<file path="src/rtl/m10k_stream_fifo.sv">
// Streaming FIFO backed by an M10K-style simple dual-port RAM with a 2-cycle registered read,
// followed by a 3-entry first-word-fall-through output buffer.
module m10k_stream_fifo #(
  parameter int DATA_WIDTH = 10,
  parameter int DEPTH      = 100,
  parameter int ADDR_WIDTH = $clog2(DEPTH)
) (
  input  logic                      clk,
  input  logic                      reset,
  input  logic                      clear,
  input  logic [DATA_WIDTH-1:0]     in_data,
  input  logic                      in_valid,
  output logic                      in_ready,
  output logic [DATA_WIDTH-1:0]     out_data,
  output logic                      out_valid,
  input  logic                      out_ready,
  output logic [$clog2(DEPTH+3):0]  level
);

  localparam int CW  = $clog2(DEPTH + 1);
  localparam int CW1 = CW + 1;
  localparam int LW  = $clog2(DEPTH + 3) + 1;

  (* ramstyle = "no_rw_check, M10K" *) logic [DATA_WIDTH-1:0] mem [DEPTH];

  logic [ADDR_WIDTH-1:0] wr_ptr_q, wr_ptr_d;
  logic [ADDR_WIDTH-1:0] rd_ptr_q, rd_ptr_d;
  logic [ADDR_WIDTH-1:0] rd_addr_q, rd_addr_d;
  logic [CW-1:0]         mem_count_q, mem_count_d;
  logic                  s1_valid_q, s1_valid_d;
  logic                  s2_valid_q, s2_valid_d;
  logic [DATA_WIDTH-1:0] ram_rd_q;
  logic [DATA_WIDTH-1:0] buf_data_q [3];
  logic [DATA_WIDTH-1:0] buf_data_d [3];
  logic [1:0]            buf_count_q, buf_count_d;

  logic       push;
  logic       pop;
  logic       issue;
  logic [2:0] pend;
  logic [1:0] buf_wr_idx;

  // A slot freed by a read issue is still being read on the following edge, so it is not
  // offered for writing until that read has sampled the array.
  assign in_ready  = !reset && ((CW1'(mem_count_q) + CW1'(s1_valid_q)) < CW1'(DEPTH));
  assign out_valid = (buf_count_q != 2'd0);
  assign out_data  = buf_data_q[0];
  assign level     = LW'(mem_count_q) + LW'(s1_valid_q) + LW'(s2_valid_q) + LW'(buf_count_q);

  always_comb begin
    wr_ptr_d    = wr_ptr_q;
    rd_ptr_d    = rd_ptr_q;
    rd_addr_d   = rd_addr_q;
    mem_count_d = mem_count_q;
    buf_data_d  = buf_data_q;
    buf_count_d = buf_count_q;

    push  = in_valid && in_ready && !clear;
    pop   = out_valid && out_ready && !clear;
    // Reads in flight plus buffered words after this cycle's pop must leave room to land.
    pend  = 3'(s1_valid_q) + 3'(s2_valid_q) + 3'(buf_count_q) - 3'(pop);
    issue = !clear && (mem_count_q != '0) && (pend < 3'd3);

    if (push) begin
      wr_ptr_d = (wr_ptr_q == ADDR_WIDTH'(DEPTH - 1)) ? '0 : wr_ptr_q + ADDR_WIDTH'(1);
    end
    if (issue) begin
      rd_ptr_d  = (rd_ptr_q == ADDR_WIDTH'(DEPTH - 1)) ? '0 : rd_ptr_q + ADDR_WIDTH'(1);
      rd_addr_d = rd_ptr_q;
    end
    mem_count_d = mem_count_q + CW'(push) - CW'(issue);
    s1_valid_d  = issue;
    s2_valid_d  = s1_valid_q;

    // Shift only when another word follows, so out_data keeps the last word once empty.
    if (pop && (buf_count_q > 2'd1)) begin
      buf_data_d[0] = buf_data_q[1];
      buf_data_d[1] = buf_data_q[2];
    end
    buf_wr_idx = buf_count_q - 2'(pop);
    if (s2_valid_q) begin
      buf_data_d[buf_wr_idx] = ram_rd_q;
    end
    buf_count_d = buf_count_q - 2'(pop) + 2'(s2_valid_q);

    if (clear) begin
      wr_ptr_d    = '0;
      rd_ptr_d    = '0;
      mem_count_d = '0;
      s1_valid_d  = 1'b0;
      s2_valid_d  = 1'b0;
      buf_count_d = 2'd0;
    end
  end

  always_ff @(posedge clk or posedge reset) begin
    if (reset) begin
      wr_ptr_q    <= '0;
      rd_ptr_q    <= '0;
      rd_addr_q   <= '0;
      mem_count_q <= '0;
      s1_valid_q  <= 1'b0;
      s2_valid_q  <= 1'b0;
      buf_count_q <= 2'd0;
    end else begin
      wr_ptr_q    <= wr_ptr_d;
      rd_ptr_q    <= rd_ptr_d;
      rd_addr_q   <= rd_addr_d;
      mem_count_q <= mem_count_d;
      s1_valid_q  <= s1_valid_d;
      s2_valid_q  <= s2_valid_d;
      buf_count_q <= buf_count_d;
    end
  end

  generate
    for (genvar gi = 0; gi < 3; gi++) begin : g_buf
      always_ff @(posedge clk or posedge reset) begin
        if (reset) begin
          buf_data_q[gi] <= '0;
        end else begin
          buf_data_q[gi] <= buf_data_d[gi];
        end
      end
    end
  endgenerate

  // RAM array and its output register carry no reset so they map onto block RAM.
  always_ff @(posedge clk) begin
    if (push) begin
      mem[wr_ptr_q] <= in_data;
    end
    ram_rd_q <= mem[rd_addr_q];
  end

endmodule
</file>
<file path="config.mk">
export PLATFORM = sky130hd
export DESIGN_NAME = m10k_stream_fifo
export DESIGN_NICKNAME = d
export VERILOG_FILES = /design/src/rtl/m10k_stream_fifo.sv
export SDC_FILE = /design/constraint.sdc
export NUM_CORES = 1
export LEC_CHECK = 0
export CAP_MARGIN = 30
export CORE_MARGIN = 5
export CORE_UTILIZATION = 50
export DETAILED_ROUTE_END_ITERATION = 10
export PLACE_DENSITY = 0.66
export SYNTH_ARGS = -nofsm -noshare
export SYNTH_HDL_FRONTEND = slang
export SYNTH_SLANG_ARGS = --single-unit
</file>
<file path="constraint.sdc">
create_clock -name clk -period 4.7 [get_ports clk]
set_input_delay 0.47 -clock clk [delete_from_list [all_inputs] [get_ports clk]]
set_output_delay 0.47 -clock clk [all_outputs]
set_load 0.01 [all_outputs]
</file>
==> run summary, run 1 <==
Synth
* share of flip-flops with an asynchronous set or reset after synthesis: 0.0578
* proportion of netlist area held by the largest area contributor: 0.709
* cells taking the most area after synthesis: edfxtp_1, mux4_2, dfrtp_1, mux2i_1, nor2_1
* warning count from the yosys run: 0
* ys flop type: edfxtp_1
* cell type contributing the most total cell area after synthesis: edfxtp_1
* number of enable flip-flop cells after synthesis: 1,000
* number of nets in the synthesized netlist: 2,042
* most frequently used cell type in the post-synthesis netlist: edfxtp_1
* part of the Yosys area used for sequential elements: 0.751
* post-synthesis average cell area: 21.2 um2
* number of storage elements in the synthesis netlist: 1,072
* Synth cell types: 62
* cell count after synthesis: 2,000
* list of most frequent post-synthesis cells: edfxtp_1, mux4_2, nor2_1, dfrtp_1, nand2_1
* cell area after synthesis: 42,300 um2

Global route
* largest net degree at the start of global routing: 101
* overflow left after global routing: 0
* number of antenna violations at the first check in global routing: 1
* via count of the first global-routing pass: 20.6k
* first-pass GRT wire length: 139 mm
* Tot GR Track Use: 0.207

Worst setup path
* startpoint of the most critical register-to-register path: buf_count_q[1]
* crit end category: flip-flop
* worst reg-to-reg setup slack: 0.36 ns
* critical path arrival: 4.87 ns
* crit path launch: buf_count_q[1]
* endpoint required time on the critical path: 5.23 ns
* Critical R2R Capture: mem_count_q[6]
* worst reg-to-reg path cell count: 22
* Critical Path Fanout Max: 6
* kind of launch point of the worst setup path: flip-flop
* worst setup path category: flip-flop to flip-flop

Floorplan
* Die X-Extent: 301 um
* die footprint: 90,600 um2
* Rows: 106
* initial core utilization: 0.505
* area inside the core boundary: 83,800 um2
* vertical die dimension: 301 um
* boundary pin count: 35

Placement
* HPWL reported at the end of detailed placement: 56.6 mm
* number of I/O port buffers: 34
* final RePlAce weighted congestion: 0.807
* Placement Setup Slack: 0.0554 ns

Routing
* wire length per cell after detailed routing: 27.1 um
* detailed-route wire length on metal 1: 39.5 mm
* first-pass detailed-route iteration total: 6
* overall via count from detail_route: 20.2k
* highest metal layer with signal wires: met5
* Starting DRT DRC Count: 2,012
* antenna viol nets, final: 0
* routed via count divided by cell count: 5.96
* metal3 WL: 6.75 mm
* DRC violations left: 0
* met2 wire len: 43.1 mm
* final routed wirelength across all metal layers: 92.0 mm

Timing
* normalized max-slew margin: 0.303
* Max Fclk: 230 MHz
* Final period util: 0.923
* hold slack: 0.0975 ns
* transition time of the tightest slew-check pin: 1.04 ns
* worst setup margin: 0.361 ns
* Setup Viol. Count Final: 0
* min cycle time layout: 4.34 ns
* post-route setup TNS: 0 ns
* unrepaired setup endpoints after global routing: false
* clock tree skew after final layout: 0.0181 ns
* number of hold violations in the final report: 0
* final slew viol count: 0

Clock tree
* htree depth: 3
* number of buffers between clock root and the deepest sink: 3
* clock tree from TritonCTS: yes
* TritonCTS sink count: 1,072
* clock edge transition at the registers on the reported setup and hold paths: 0.06 ns
* number of gates resized after cts: 0
* Worst-Skew Late Latency: 0.65 ns
* clock tree root driver cell: clkbuf_16
* number of buffers inserted by post-CTS setup repair: 0
* hold-fix buffers at CTS: 0
* number of buffers added by the clock tree synthesis step: 105

Finish
* fillcell total: 6,062
* Register Area: 31,800 um2
* ant diodes: 0
* utilization of the core after routing: 0.574
* growth of design area from synthesis to finish: 13.7%
* Nets: 2,218
* multi-input gate area in the final layout: 9790 um2
* fraction of layout cells with a size suffix above 1: 0.277

Worst hold path
* Hold Crit Depth: 1
* path class of the lowest-slack min-delay path: primary input to flip-flop
* min-delay src: in_data[1]
* Worst Hold Endpoint: mem[38][1]

Pwr
* P_leak: 15.3 nW
* internal power contribution: 17.2 mW
* total power density per cell area: 472 nW/um2
* Flop pwr share: 0.481
* peak supply drop: 0.300 mV
* relative contribution of combinational cells to total power: 0.161
* proportion of total power due to net switching: 0.243
* Clk network pwr share: 0.358
* switching pwr: 5.51 mW

Status
* status: finished clean

Job
* Max Cap Violations: 0

==> power groups by stage <==
stage	sequential [mW]	combinational, mW	clock, mW
global placement	11.1	3.60	0
floorplan	11.0	2.63	0
detailed placement	11.1	3.68	0
CTS	10.9	3.70	8.30
finish	10.9	3.66	8.13
global route	10.9	3.97	8.73
==> metal layers <==
layer / track usage / vias up
li1: - / 8597
met4: 0.0653 / 2
met5: 0 / -
met2: 0.314 / 776
met1: 0.314 / 10731
met3: 0.0349 / 137
==> logic make-up (layout without fill, tap and decap cells) <==
logic type / count (synthesis) / count (layout) / share of synthesized area
flops: 1072 / 1072 / 0.751
xor+xnor: 18 / 18 / 0.00372
simple gates: 279 / 279 / 0.0304
compound gates: 98 / 98 / 0.0153
mux: 362 / 362 / 0.173
fa+ha+maj: 27 / 27 / 0.00887
buf+inv: 144 / 407 / 0.0181
==> critical path: stages (launching register included) <==
cell,delay [ns]
dfrtp_1,0.45
inv_2,0.13
nand2_1,0.07
and3b_1,0.20
ha_1,0.30
fa_1,0.38
inv_1,0.10
fa_1,0.43
inv_1,0.07
o221a_2,0.21
nand2_1,0.07
inv_1,0.07
ha_1,0.23
inv_1,0.07
ha_1,0.16
inv_1,0.07
fa_1,0.42
nand2b_1,0.16
a21oi_1,0.18
o21ai_0,0.12
a21oi_1,0.18
or3_1,0.12
a21oi_1,0.06
==> worst max-delay path by stage <==
| stage | slack, ns | cells past startpoint | endpoint |
|---|---|---|---|
| 6_report | 0.36 | 22 | mem_count_q[6] |
| 4_1_cts | 0.29 | 22 | mem_count_q[6] |
| 5_1_grt | 0.08 | 22 | mem_count_q[6] |
| 2_1_floorplan | 0.17 | 16 | mem_count_q[6] |
| 3_3_place_gp | 0.11 | 21 | mem_count_q[6] |
| 3_5_place_dp | 0.06 | 21 | mem_count_q[6] |
==> flip-flops by register name, indices dropped and copies added, names as in the netlist, named ones only <==
| register | flops |
|---|---|
| mem_count_q | 7 |
| ram_rd_q | 10 |
| wr_ptr_q | 7 |
| rd_addr_q | 7 |
| buf_count_q | 2 |
| rd_ptr_q | 7 |
| buf_data_q | 10 |
| s2_valid_q | 1 |
| mem | 1000 |
| s1_valid_q | 1 |
| out_data | 10 |
==> stage by stage <==
stage          cells  total power [mW]  area (um2)
2_1_floorplan   2000              13.6       42300
6_report        3397              22.7       48100
5_1_grt         3397              23.6       48100
3_5_place_dp    3195              14.8       44600
3_3_place_gp    3191              14.7       44600
4_1_cts         3389              22.9       48000
==> cell type report <==
class	count	area share
sequential	1072	0.661
multi-input combinational	784	0.203
clock buffer	133	0.0581
clock inverter	61	0.0112
tap	1134	0.0295
timing repair buffer	185	0.0348
inverter	28	0.00218
==> cells in the final DEF (no fill, tap or decap), drive strengths merged, types with 5 or more instances in the layout <==
cell type / Yosys / final
nand3: 16 / 16
edfxtp: 1000 / 1000
xnor2: 13 / 13
fa: 5 / 5
mux4: 293 / 293
nor2: 131 / 131
ha: 22 / 22
nor4: 7 / 7
a22oi: 12 / 12
nor3: 10 / 10
mux2i: 54 / 54
clkdlybuf4s50: 0 / 24
nor2b: 10 / 10
clkinv: 0 / 46
nand2: 62 / 62
bufinv: 0 / 10
and2: 6 / 6
buf: 78 / 161
xor2: 5 / 5
nand4: 8 / 8
nand3b: 10 / 10
o32ai: 6 / 6
o21ai: 30 / 30
a21oi: 12 / 12
clkbuf: 38 / 133
inv: 28 / 29
dfxtp: 10 / 10
o22ai: 12 / 12
dfrtp: 62 / 62
mux2: 15 / 15
No activity file was read; power rests on OpenSTA's default activity.
==> inputs of run 2 (changes only) <==
SETUP_SLACK_MARGIN = 0.02   (was unset)
==> results of run 2 <==
No change in the layout: final DEF, timing and power equal those of run 1.
